[config.mk]
export PLATFORM = sky130hd
export DESIGN_NAME = usb_crc_engine
export DESIGN_NICKNAME = d
export VERILOG_FILES = /design/src/rtl/usb_crc_pkg.sv /design/src/rtl/usb_crc_lfsr_step.sv /design/src/rtl/usb_crc_engine.sv
export SDC_FILE = /design/constraint.sdc
export NUM_CORES = 1
export LEC_CHECK = 0
export ABC_AREA = 1
export CAP_MARGIN = 10
export CORE_MARGIN = 2
export CORE_UTILIZATION = 35
export DETAILED_ROUTE_END_ITERATION = 10
export PLACE_DENSITY_LB_ADDON = 0.25
export SKIP_LAST_GASP = 1
export SLEW_MARGIN = 0
export SYNTH_ARGS = -nofsm -noshare
export SYNTH_HDL_FRONTEND = slang
export SYNTH_SLANG_ARGS = --single-unit
[constraint.sdc]
create_clock -name clk -period 1.54 [get_ports clk]
set_input_delay 0.308 -clock clk [delete_from_list [all_inputs] [get_ports clk]]
set_output_delay 0.308 -clock clk [all_outputs]
set_load 0.02 [all_outputs]
[src/rtl/usb_crc_pkg.sv]
// Shared types and constants for the serial USB CRC engine.
//   crc_state_t : engine FSM state encoding
//   CRC5_*      : token CRC generator polynomial and good-packet residue
//   CRC16_*     : data CRC generator polynomial and good-packet residue
package usb_crc_pkg;

  typedef enum logic [1:0] {IDLE, DATA, APPEND, DONE} crc_state_t;

  localparam logic [4:0]  CRC5_POLY  = 5'h05;
  localparam logic [4:0]  CRC5_RES   = 5'h0C;
  localparam logic [15:0] CRC16_POLY = 16'h8005;
  localparam logic [15:0] CRC16_RES  = 16'h800D;

endpackage

[src/rtl/usb_crc_lfsr_step.sv]
// One serial step of a Galois-style CRC register (combinational).
//   q      : current register value
//   d      : incoming data bit
//   q_next : register value after shifting d in
module usb_crc_lfsr_step
  import usb_crc_pkg::*;
#(
  parameter int unsigned      WIDTH = 5,
  parameter logic [WIDTH-1:0] POLY  = CRC5_POLY
) (
  input  logic [WIDTH-1:0] q,
  input  logic             d,
  output logic [WIDTH-1:0] q_next
);

  logic fb;

  assign fb     = d ^ q[WIDTH-1];
  assign q_next = {q[WIDTH-2:0], 1'b0} ^ (fb ? POLY : '0);

endmodule

[src/rtl/usb_crc_engine.sv]
// Serial USB CRC engine (CRC5 or CRC16) for RX checking and TX generation.
//   clk, n_rst     : clock, asynchronous active-low reset
//   crc_clear      : synchronous clear back to IDLE with q = INIT
//   mode_tx        : sampled on the first bit of a packet (1 = append CRC, 0 = check)
//   shift_enable   : one data bit valid this cycle on d_orig
//   eop            : end of data field (RX: after CRC bits, TX: after payload)
//   crc_value      : current CRC register
//   crc_bit        : appended TX bit, qualified by crc_bit_valid
//   crc_valid      : one-cycle pulse, RX verdict ready
//   crc_ok         : RX verdict, held until clear or next packet start
//   busy           : packet in progress (DATA or APPEND)
module usb_crc_engine
  import usb_crc_pkg::*;
#(
  parameter int unsigned      WIDTH   = 5,
  parameter logic [WIDTH-1:0] POLY    = CRC5_POLY,
  parameter logic [WIDTH-1:0] INIT    = '1,
  parameter logic [WIDTH-1:0] RESIDUE = CRC5_RES,
  parameter int unsigned      CNT_W   = 11
) (
  input  logic             clk,
  input  logic             n_rst,
  input  logic             crc_clear,
  input  logic             mode_tx,
  input  logic             shift_enable,
  input  logic             d_orig,
  input  logic             eop,
  output logic [WIDTH-1:0] crc_value,
  output logic             crc_bit,
  output logic             crc_bit_valid,
  output logic             crc_valid,
  output logic             crc_ok,
  output logic             busy
);

  localparam int unsigned KW = $clog2(WIDTH + 1);

  crc_state_t       state_q, state_d;
  logic [WIDTH-1:0] q_q, q_d;
  logic [CNT_W-1:0] cnt_q, cnt_d, cnt_inc;
  logic [KW-1:0]    k_q, k_d;
  logic             tx_q, tx_d;
  logic             ok_q, ok_d;
  logic             valid_q, valid_d;
  logic [WIDTH-1:0] step_in, step_out, q_sel;

  // A packet started from DONE steps from INIT, not from the held remainder.
  assign step_in = (state_q == DONE) ? INIT : q_q;

  usb_crc_lfsr_step #(
    .WIDTH (WIDTH),
    .POLY  (POLY)
  ) u_step (
    .q      (step_in),
    .d      (d_orig),
    .q_next (step_out)
  );

  assign cnt_inc = (cnt_q == '1) ? cnt_q : cnt_q + 1'b1;

  always_comb begin
    state_d = state_q;
    q_d     = q_q;
    cnt_d   = cnt_q;
    k_d     = k_q;
    tx_d    = tx_q;
    ok_d    = ok_q;
    valid_d = 1'b0;
    if (crc_clear) begin
      state_d = IDLE;
      q_d     = INIT;
      cnt_d   = '0;
      k_d     = '0;
      tx_d    = 1'b0;
      ok_d    = 1'b0;
    end else begin
      case (state_q)
        IDLE, DONE: begin
          if (shift_enable) begin
            q_d     = step_out;
            cnt_d   = CNT_W'(1);
            k_d     = '0;
            tx_d    = mode_tx;
            ok_d    = 1'b0;
            state_d = DATA;
          end
        end
        DATA: begin
          if (shift_enable) begin
            q_d   = step_out;
            cnt_d = cnt_inc;
          end
          // Verdict sees the bit shifted in this same cycle.
          if (eop) begin
            if (tx_q) begin
              state_d = APPEND;
              k_d     = '0;
            end else begin
              state_d = DONE;
              valid_d = 1'b1;
              ok_d    = (q_d == RESIDUE) && (cnt_d >= CNT_W'(WIDTH));
            end
          end
        end
        APPEND: begin
          if (shift_enable) begin
            if (k_q == KW'(WIDTH - 1)) begin
              state_d = DONE;
              k_d     = '0;
            end else begin
              k_d = k_q + 1'b1;
            end
          end
        end
        default: state_d = IDLE;
      endcase
    end
  end

  always_ff @(posedge clk or negedge n_rst) begin
    if (!n_rst) begin
      state_q <= IDLE;
      q_q     <= INIT;
      cnt_q   <= '0;
      k_q     <= '0;
      tx_q    <= 1'b0;
      ok_q    <= 1'b0;
      valid_q <= 1'b0;
    end else begin
      state_q <= state_d;
      q_q     <= q_d;
      cnt_q   <= cnt_d;
      k_q     <= k_d;
      tx_q    <= tx_d;
      ok_q    <= ok_d;
      valid_q <= valid_d;
    end
  end

  // Appended bits go out MSB first, inverted; shifting avoids a variable part-select.
  assign q_sel         = q_q << k_q;
  assign crc_bit_valid = (state_q == APPEND) && shift_enable;
  assign crc_bit       = crc_bit_valid & ~q_sel[WIDTH-1];

  assign crc_value = q_q;
  assign crc_valid = valid_q;
  assign crc_ok    = ok_q;
  // DONE only holds a result; the engine is free to take the next packet.
  assign busy      = (state_q == DATA) || (state_q == APPEND);

endmodule
==> impl_results.md, run 1 <==
* Status: finished, violations left
* Failing checks: setup timing
* Dominant synthesized flop cell: dfrtp_1
* Post-DRT Antenna Nets at 0
* Mapped Area at 1680 µm²
* All-Layer GR Usage at 19.9%
* Vias in the first global route at 1,853
* EDFF count, synth at 0
* Max Buffers Root-to-Sink at 2
* CP Class: reg -> out
* Core Region at 4690 µm²
* Tightest Hold Check Type: in -> async
* Slowest cell on crit path: dfstp_2
* Critical R2R Capture: crc_ok
* Htree depth at 1
* Chip width at 73.3 µm
* Final Non-Filler Cells at 365
* Avg Inst Size Synth at 7.04 µm²
* Final setup fails at 8
* Worst Path Required at 1.23 ns
* Number of synthesized register bits at 24
* Via density at 5.15
* R2R Setup Slk at -0.13 ns
* Asr flop ratio synth at 100%
* I/O pins at 17
* Final Wtd Congestion at 0.867
* Worst r2r path cells at 11
* CTS tree: done
* Worst setup EP type: output port
* Max stage delay on crit path at 0.55 ns
* Unrepaired setup endpoints after global routing: true
* Critical-path cell list: inv_2 > a21oi_2 > o21ai_2 > a21oi_2 > a311oi_4 > buf_6
* Crit path launch type: flip-flop
* Clock-pin slew on the worst setup and hold paths at 0.10 ns
* Register area share after synthesis at 36.1%
* Tcrit/Tclk final at 114%
* GRT overflow at 0
* Dpl cell area at 2280 µm²
* Root Buffer: clkbuf_8
* Post-DP HPWL at 3360 µm
* Placed insts at 353
* Slew HR at 77.8%
* Syn nets at 252
* Port-buffer cells at 16
* Arr. time, crit path at 1.45 ns
* Pwr dens at 1350 nW/µm²
* Worst Tran Pin Value at 0.333 ns
* Via count at 1,881
* First-pass DRT Iterations at 4
* Area Overhead vs Synth at 64.7%
* Sink Count at 24
* Minimum clock period at 1.76 ns
* Rows at 25
* Most frequent cells in the layout: 44 x buf_4, 40 x nand2_1, 25 x inv_1
* Worst-skew pair later-pin latency at 0.29 ns
* Worst-path fanout max at 2
* Gate Count Post-Synth at 239
* Fmax at 0.569 GHz
* Routed len/inst at 14.2 µm
* Starting Density at 35.8%
* Setup ws final at -0.218 ns
* Worst vdd ir at 0.852 mV
* DIE AREA at 5380 µm²
* Synth cell types at 32
* FF-to-FF Start: state_q[1]
* Util after Layout at 59.0%
* Finished Cell Area at 2770 µm²
* First-pass GRT wire length at 8310 µm
* Commonest non-fill, non-tap cell in the layout: buf_4
* Worst setup startpoint: crc_value[3]
* NumNets Final at 325
* P_leak at 0.00134 µW
* Chip height at 73.3 µm
* Most used cell, CP: a21oi_2
* Final hold vios at 0
* DRC at 0
* Max-cap violations at 0
* Total CTS buffers at 3
* Initial antenna violation count at 0
* 1st-iter DRT viols at 159
* Largest net degree at the start of global routing at 25
* Final Slew Violations at 0
* Total routed wirelength at 5180 µm
* Antenna cells at 0
* Share of post-route cells with drive strength above 1 at 47.6%
* Yosys warnings at 0
* Clock skew at 0.00765 ns
==> cell usage after synthesis (4+ instances only) <==
cell type  instances  share of area [%]
nand2_1           51                 11
inv_1             38                8.5
nor2_1            24                5.4
nand3_1           22                6.5
dfrtp_1           19                 28
o21ai_0           19                5.7
o22ai_1            9                3.3
a21oi_1            8                2.4
ha_1               6                4.5
nand4_1            6                2.2
dfstp_2            5                7.8
buf_2              4                1.2
==> flip-flops by register name (all words and copies together) (netlist names) <==
register and count:
cnt_q 11, crc_ok 1, k_q 3, crc_value 5, tx_q 1, crc_valid 1, state_q 2
==> metrics by stage <==
stage	power (µW)	hold WS (ns)	setup slack (ns)	TNS (ns)
2_1_floorplan	1590	0.0124	-0.00300	-0.00300
3_3_place_gp	2380	0.469	-0.639	-8.38
3_5_place_dp	2390	0.479	-0.625	-8.80
4_1_cts	3460	0.395	-0.246	-0.848
5_1_grt	3970	0.408	-0.284	-1.81
6_report	3740	0.378	-0.218	-0.549
==> worst max-delay path: cells and delay by family, from the launching register on <==
family,cells,cell delay [ns]
DFF,1,0.55
AOI/OAI and AO/OA,4,0.42
buffers and inverters,2,0.20
==> metal layers <==
| layer | share of wire, % | GRT usage [%] |
|---|---|---|
| met2 | 51 | 34.4 |
| met3 | 3.7 | 3.98 |
| met1 | 42 | 25.1 |
| met5 | 0 | 0 |
| met4 | 2.5 | 5.86 |
==> repair_timing <==
action                                  4_1_cts  5_1_grt
hold buffers                                  0        0
pin swaps                                    21       24
gates cloned                                  1        0
buffers inserted                              3        5
resized for setup                            93       50
endpoints found under the setup margin       29       28
==> report_power, final <==
| group | leakage, µW | internal, µW | switching, µW |
|---|---|---|---|
| Sequential | 0.000309 | 758 | 97.7 |
| Combinational | 0.000994 | 1120 | 1170 |
| Clock | 0.0000357 | 349 | 242 |
| Total | 0.00134 | 2230 | 1510 |
==> how the worst max path moves through the flow <==
stage               to  slack [ns]  cells past startpoint
4_1_cts        crc_bit       -0.25                      6
6_report       crc_bit       -0.22                      6
2_1_floorplan  crc_bit      -0.003                      4
3_5_place_dp   crc_bit       -0.62                      4
3_3_place_gp   crc_bit       -0.64                      4
5_1_grt        crc_bit       -0.28                      6
==> kinds of logic (layout without fill, tap and decap cells) <==
| group | Yosys count | after routing | share of synthesized area [%] |
|---|---|---|---|
| flops | 24 | 24 | 36.1 |
| fa+ha+maj | 6 | 6 | 4.46 |
| buf+inv | 43 | 115 | 9.90 |
| compound gates | 47 | 47 | 16.4 |
| simple gates | 116 | 116 | 31.6 |
| xor+xnor | 3 | 3 | 1.56 |
==> final cells by class <==
class / instances / area [µm²]
well taps: 54 / 67.6
clock inverters: 1 / 30.0
multi-input cells: 172 / 1210
fillers: 412 / 1920
repair buffers: 73 / 659
inverters: 38 / 155
flip-flops and latches: 24 / 608
clock buffers: 3 / 41.3
(Power assumes the default switching activity.)
==> run 2: changes to the inputs <==
--- a/config.mk
+++ b/config.mk
@@ -7,7 +7,7 @@
 export LEC_CHECK = 0
 export ABC_AREA = 1
 export CAP_MARGIN = 10
-export CORE_MARGIN = 2
+export CORE_MARGIN = 1.5
 export CORE_UTILIZATION = 35
 export DETAILED_ROUTE_END_ITERATION = 10
 export PLACE_DENSITY_LB_ADDON = 0.25
==> impl_results.md, run 2 (synthesis results as in run 1) <==
* All-Layer GR Usage at 18.8% (-1.1 points)
* Via density at 5.12 (-0.66%)
* Worst Path Required at 1.23 ns (about the same)
* Final Wtd Congestion at 0.935 (+7.8%)
* I/O pins at 17 (unchanged)
* Chip height at 72.3 µm (-1.4%)
* Total negative setup slack at -0.533 ns (+0.0167 ns)
* Dpl cell area at 2280 µm² (unchanged)
* Sink Count at 24 (unchanged)
* Largest net degree at the start of global routing at 25 (unchanged)
* Buf+Inv Stages, Crit Path at 2 (unchanged)
* Core Region at 4660 µm² (-0.67%)
* NumNets Final at 328 (+0.92%)
* Most frequent cells in the layout: 47 x buf_4, 39 x nand2_1, 28 x inv_1
* Sequential cell area at 607 µm² (-0.21%)
* Worst vdd ir at 0.870 mV (+2.1%)
* Tightest Hold Check Type: in -> async
* Clock skew at 0.00219 ns (-0.00546 ns)
* Slowest cell on crit path: dfstp_2
* Crit path launch type: flip-flop
* Max-cap violations at 0 (unchanged)
* Slew HR at 77.2% (-0.60 points)
* DRC at 0 (unchanged)
* Starting Density at 36.1% (+0.24 points)
* Biggest register: cnt_q
* Finished Cell Area at 2780 µm² (+0.41%)
* Vias in the first global route at 1,756 (-5.2%)
* Final Slew Violations at 0 (unchanged)
* Rows at 25 (unchanged)
* Tcrit/Tclk final at 116% (+2.2 points)
* Port-buffer cells at 16 (unchanged)
* 1st-iter DRT viols at 91 (-43%)
* GRT overflow at 0 (unchanged)
* Top cell family by delay on the critical path: flip-flops
* DIE AREA at 5230 µm² (-2.7%)
* Util after Layout at 59.7% (+0.64 points)
* Arr. time, crit path at 1.48 ns (+0.03 ns)
* Critical-path cell list: inv_2 > a21oi_2 > o21ai_1 > a21oi_2 > a311oi_4 > buf_6
* Minimum clock period at 1.79 ns (+0.0332 ns)
* Worst-skew pair later-pin latency at 0.28 ns (about the same)
* Htree depth at 1 (unchanged)
* CTS tree: done
* Post-cts hold buffer count at 0 (unchanged)
* Failing checks: setup timing
* Commonest non-fill, non-tap cell in the layout: buf_4
* Pwr dens at 1280 nW/µm² (-5.5%)
* Routed len/inst at 13.9 µm (-2.2%)
* Final Non-Filler Cells at 368 (+0.82%)
* Clock-pin slew on the worst setup and hold paths at 0.09 ns (about the same)
* Max FFs per register at 11 (unchanged)
* Initial antenna violation count at 0 (unchanged)
* Antenna cells at 0 (unchanged)
* Area Overhead vs Synth at 65.3%
* P_leak at 0.00135 µW (+1.1%)
* Final setup fails at 5 (-3)
* Place WS at -0.633 ns (-0.00806 ns)
* Unrepaired setup endpoints after global routing: true
* Setup ws final at -0.251 ns (-0.0332 ns)
* Chip width at 72.3 µm (-1.4%)
* Placed insts at 353 (unchanged)
* Root Buffer: clkbuf_8
* Most used cell, CP: a21oi_2
* Worst-path fanout max at 2 (unchanged)
* First-pass DRT Iterations at 4 (unchanged)
* CP Class: reg -> out
* Worst Tran Pin Value at 0.342 ns (+0.00907 ns)
* Fmax at 0.558 GHz (-1.9%)
* Worst setup EP type: output port
* Post-DRT Antenna Nets at 0 (unchanged)
* Max stage delay on crit path at 0.55 ns (about the same)
* Final hold vios at 0 (unchanged)
* Total routed wirelength at 5100 µm (-1.4%)
* Status: finished, violations left
* Fillcell total at 412 (unchanged)
* Multi-input logic area at 1240 µm² (+2.4%)
* Post-DP HPWL at 3380 µm (+0.33%)
* Max Buffers Root-to-Sink at 2 (unchanged)
* Share of post-route cells with drive strength above 1 at 47.8% (+0.18 points)
* First-pass GRT wire length at 7760 µm (-6.6%)
* Via count at 1,884 (+0.16%)
* Total CTS buffers at 3 (unchanged)
run 2: changes by cell type in the layout (fill, tap and decap cells not counted), moves of 3 or more:
| cell | previous run | this run |
|---|---|---|
| inv_1 | 25 | 28 |
| o22ai_2 | 4 | 9 |
| o22ai_1 | 5 | 0 |
| buf_4 | 44 | 47 |
run 2: area by class of cell:
| type | count | share of cell area [%] |
|---|---|---|
| timing repair buffer | 76 | 24.1 |
| inverter | 38 | 5.22 |
| multi-input combinational | 172 | 44.5 |
| tap | 54 | 2.43 |
| sequential | 24 | 21.8 |
| clock buffer | 4 | 1.98 |
run 2: per-layer routing:
metal  vias to the layer above  global-route usage (%)  wire length [µm]
li1                        935                       -                 -
met1                       902                    23.8              2260
met2                        39                    33.1              2610
met3                         8                    3.33               175
met4                         0                    4.82                58
met5                         -                       0                 0
run 2: path summary, 6_finish.rpt:
| check | startpoint | to | slack, ns | depth (start not counted) |
|---|---|---|---|---|
| setup / recovery | crc_value[3] | crc_bit | -0.25 | 6 |
| hold / removal | n_rst | cnt_q[2] | 0.39 | 2 |
| setup reg to reg | cnt_q[0] | crc_ok | -0.15 | 10 |
| hold reg to reg | crc_ok | crc_ok | 0.49 | 2 |
| max in group asynchronous | n_rst | crc_value[2] | 0.84 | 2 |
| min in group clk | crc_ok | crc_ok | 0.49 | 2 |
run 2: repair_timing:
action                     4_1_cts  5_1_grt
gates cloned                     1        0
setup endpoints to repair       30       28
pin swaps                       20       17
buffers inserted                 4        8
hold endpoints to repair         0        0
gates resized for setup         81       57
run 2: report_power, final:
part           internal, µW  switching, µW
registers               757           99.9
clock network           230            236
logic                  1090           1140
total                  2080           1470
run 2: per-stage QoR:
| stage | power (µW) | hold WS [ns] |
|---|---|---|
| finish | 3550 | 0.392 |
| global route | 3760 | 0.429 |
| CTS | 3230 | 0.412 |
| detailed placement | 2410 | 0.468 |
| global placement | 2390 | 0.471 |
| floorplan | 1590 | 0.0124 |
==> run 3: changes to the inputs <==
--- a/config.mk
+++ b/config.mk
@@ -11,8 +11,10 @@
 export CORE_UTILIZATION = 35
 export DETAILED_ROUTE_END_ITERATION = 10
 export PLACE_DENSITY_LB_ADDON = 0.25
+export SKIP_CTS_REPAIR_TIMING = 1
 export SKIP_LAST_GASP = 1
 export SLEW_MARGIN = 0
 export SYNTH_ARGS = -nofsm -noshare
 export SYNTH_HDL_FRONTEND = slang
+export SYNTH_HIERARCHICAL = 1
 export SYNTH_SLANG_ARGS = --single-unit
==> impl_results.md, run 3 <==
* Status: finished, violations left
* Failing checks: setup timing
* Commonest non-fill, non-tap cell in the layout: nand2_1
* Final setup fails at 14 (+9)
* Arr. time, crit path at 1.48 ns (about the same)
* Most numerous cell in the Yosys netlist: nand2_1
* Synth cell count leaders: 70 x nand2_1, 44 x inv_1, 25 x o21ai_0
* Vias in the first global route at 1,791 (+2.0%)
* Chip height at 73.1 µm (+1.1%)
* FF-to-FF Start: state_q[0]
* Placed insts at 393 (+11%)
* Worst-skew pair later-pin latency at 0.27 ns (about the same)
* Rows at 25 (unchanged)
* Share of post-route cells with drive strength above 1 at 34.0% (-14 points)
* Total negative setup slack at -0.814 ns (-0.282 ns)
* First-pass DRT Iterations at 4 (unchanged)
* Post-DP HPWL at 3340 µm (-1.2%)
* Initial antenna violation count at 0 (unchanged)
* Int Power at 1970 µW (-4.9%)
* DRC at 0 (unchanged)
* Finished Cell Area at 2590 µm² (-6.8%)
* Tightest Hold Check Type: in -> async
* Final Slew Violations at 0 (unchanged)
* Starting Density at 36.4% (+0.32 points)
* Biggest register: cnt_q
* Yosys warnings at 6 (+6)
* Final Wtd Congestion at 0.802 (-14%)
* Worst Tran Pin Value at 0.328 ns (-0.0146 ns)
* Clock power share at 11.9% (-1.2 points)
* Minimum clock period at 1.79 ns (-0.00328 ns)
* Post-synth top area share at 27.7% (-0.62 points)
* Leading area contributor after synthesis: dfrtp_1
* Syn nets at 271 (+7.5%)
* EDFF count, synth at 0 (unchanged)
* Sink Count at 24 (unchanged)
* Post-DRT Antenna Nets at 0 (unchanged)
* NetSw at 1360 µW (-7.6%)
* DIE AREA at 5340 µm² (+2.1%)
* Worst Path Required at 1.23 ns (about the same)
* Worst vdd ir at 0.790 mV (-9.2%)
* Worst setup EP type: output port
* Tcrit/Tclk final at 116% (-0.21 points)
* Worst-path fanout max at 2 (unchanged)
* Root Buffer: clkbuf_8
* CP Class: reg -> out
* Number of synthesized register bits at 24 (unchanged)
* Final hold vios at 0 (unchanged)
* Hold WS at 0.397 ns (+0.00535 ns)
* Synth cell types at 30 (-6.3%)
* Htree depth at 1 (unchanged)
* Dominant synthesized flop cell: dfrtp_1
* Flop pwr share at 26.8% (+2.6 points)
* CTS tree: done
* Slew HR at 78.2% (+0.97 points)
* Routed len/inst at 10.9 µm (-21%)
* Avg Inst Size Synth at 6.66 µm² (-5.3%)
* Total routed wirelength at 4390 µm (-14%)
* Register area share after synthesis at 35.3% (-0.79 points)
* Area Overhead vs Synth at 50.7%
* Via count at 1,892 (+0.42%)
* Worst setup startpoint: crc_value[3]
* PnR Total Power at 3330 µW (-6.0%)
* Gate Count Post-Synth at 258 (+7.9%)
* Clock skew at 0.00208 ns (-0.000110 ns)
* Switching Share at 40.8% (-0.70 points)
* I/O pins at 17 (unchanged)
* Total CTS buffers at 3 (unchanged)
* Final Non-Filler Cells at 402 (+9.2%)
* Chip width at 73.1 µm (+1.1%)
* Clock-pin slew on the worst setup and hold paths at 0.09 ns (about the same)
* Pwr dens at 1290 nW/µm² (+0.88%)
* Max-cap violations at 0 (unchanged)
* Max FFs per register at 11 (unchanged)
* Port-buffer cells at 16 (unchanged)
* Max Buffers Root-to-Sink at 2 (unchanged)
* Core Region at 4720 µm² (+1.3%)
* Asr flop ratio synth at 100% (unchanged)
* Dpl cell area at 2390 µm² (+4.8%)
* Antenna cells at 0 (unchanged)
* Crit path launch type: flip-flop
* Via density at 4.71 (-8.1%)
* Worst r2r path cells at 13 (+3)
* NumNets Final at 349 (+6.4%)
* First-pass GRT wire length at 7620 µm (-1.9%)
* All-Layer GR Usage at 18.1% (-0.70 points)
* P_leak at 0.00140 µW (+3.3%)
* GRT overflow at 0 (unchanged)
* Mapped Area at 1720 µm² (+2.2%)
* Most frequent cells in the layout: 63 x nand2_1, 62 x buf_4, 41 x inv_1
* Largest net degree at the start of global routing at 25 (unchanged)
* Comb pwr share at 61.3% (-1.4 points)
* Unrepaired setup endpoints after global routing: true
* Top post-synthesis cells by area: dfrtp_1 28%, nand2_1 15%, inv_1 9.6%
* 1st-iter DRT viols at 106 (+16%)
* Fmax at 0.559 GHz (+0.18%)
* Setup ws final at -0.248 ns (+0.00328 ns)
==> run 3: critical path: stages, from the launching register on <==
cell	delay, ns
dfstp_2	0.53
inv_1	0.06
a21oi_1	0.12
o21ai_0	0.09
a21oi_1	0.14
nor3_1	0.05
dlymetal6s2s_1	0.21
==> run 3: layout make-up <==
| class | instances | area (µm²) |
|---|---|---|
| sequential | 24 | 608 |
| multi-input combinational | 181 | 1020 |
| timing repair buffer | 80 | 656 |
| tap | 67 | 83.8 |
| fill | 453 | 2130 |
| clock buffer | 4 | 45.0 |
| inverter | 46 | 178 |
==> run 3: layer usage <==
metal / vias to the layer above / wire length [µm] / track usage [%]
met3: 4 / 131 / 2.49
met4: 0 / 37 / 5.24
li1: 980 / - / -
met5: - / 0 / 0
met2: 40 / 2210 / 31.6
met1: 868 / 2010 / 23.1
==> run 3: final timing paths <==
path / to / slack, ns
setup / recovery: crc_bit / -0.25
hold / removal: cnt_q[0] / 0.40
setup reg to reg: crc_ok / -0.20
hold reg to reg: crc_ok / 0.50
max in group asynchronous: crc_value[3] / 0.85
min in group clk: crc_ok / 0.50
==> run 3: through the flow <==
stage | worst slack (ns) | util (%)
after floorplan | 0.000145 | -
after global placement | -0.520 | 50.5
after detailed placement | -0.515 | 50.5
after CTS | -0.620 | 51.5
after global routing | -0.333 | 54.8
final | -0.248 | 54.8
==> run 3: cell families (layout without fill, tap and decap cells) <==
| family | after synthesis | count (layout) | synth area share [%] |
|---|---|---|---|
| XOR/XNOR | 1 | 1 | 0.510 |
| adder cells (fa/ha/maj) | 6 | 6 | 4.37 |
| AND/OR/NAND/NOR | 132 | 132 | 33.8 |
| buffers and inverters | 53 | 130 | 12.6 |
| flip-flops | 24 | 24 | 35.3 |
| AO/OA/AOI/OAI | 42 | 42 | 13.4 |
==> run 3: power by group through the flow <==
stage	combinational, µW	clock, µW	sequential (µW)
global route	2250	430	910
floorplan	870	0	957
CTS	1870	411	881
detailed placement	1860	0	890
global placement	1850	0	890
finish	2040	398	892
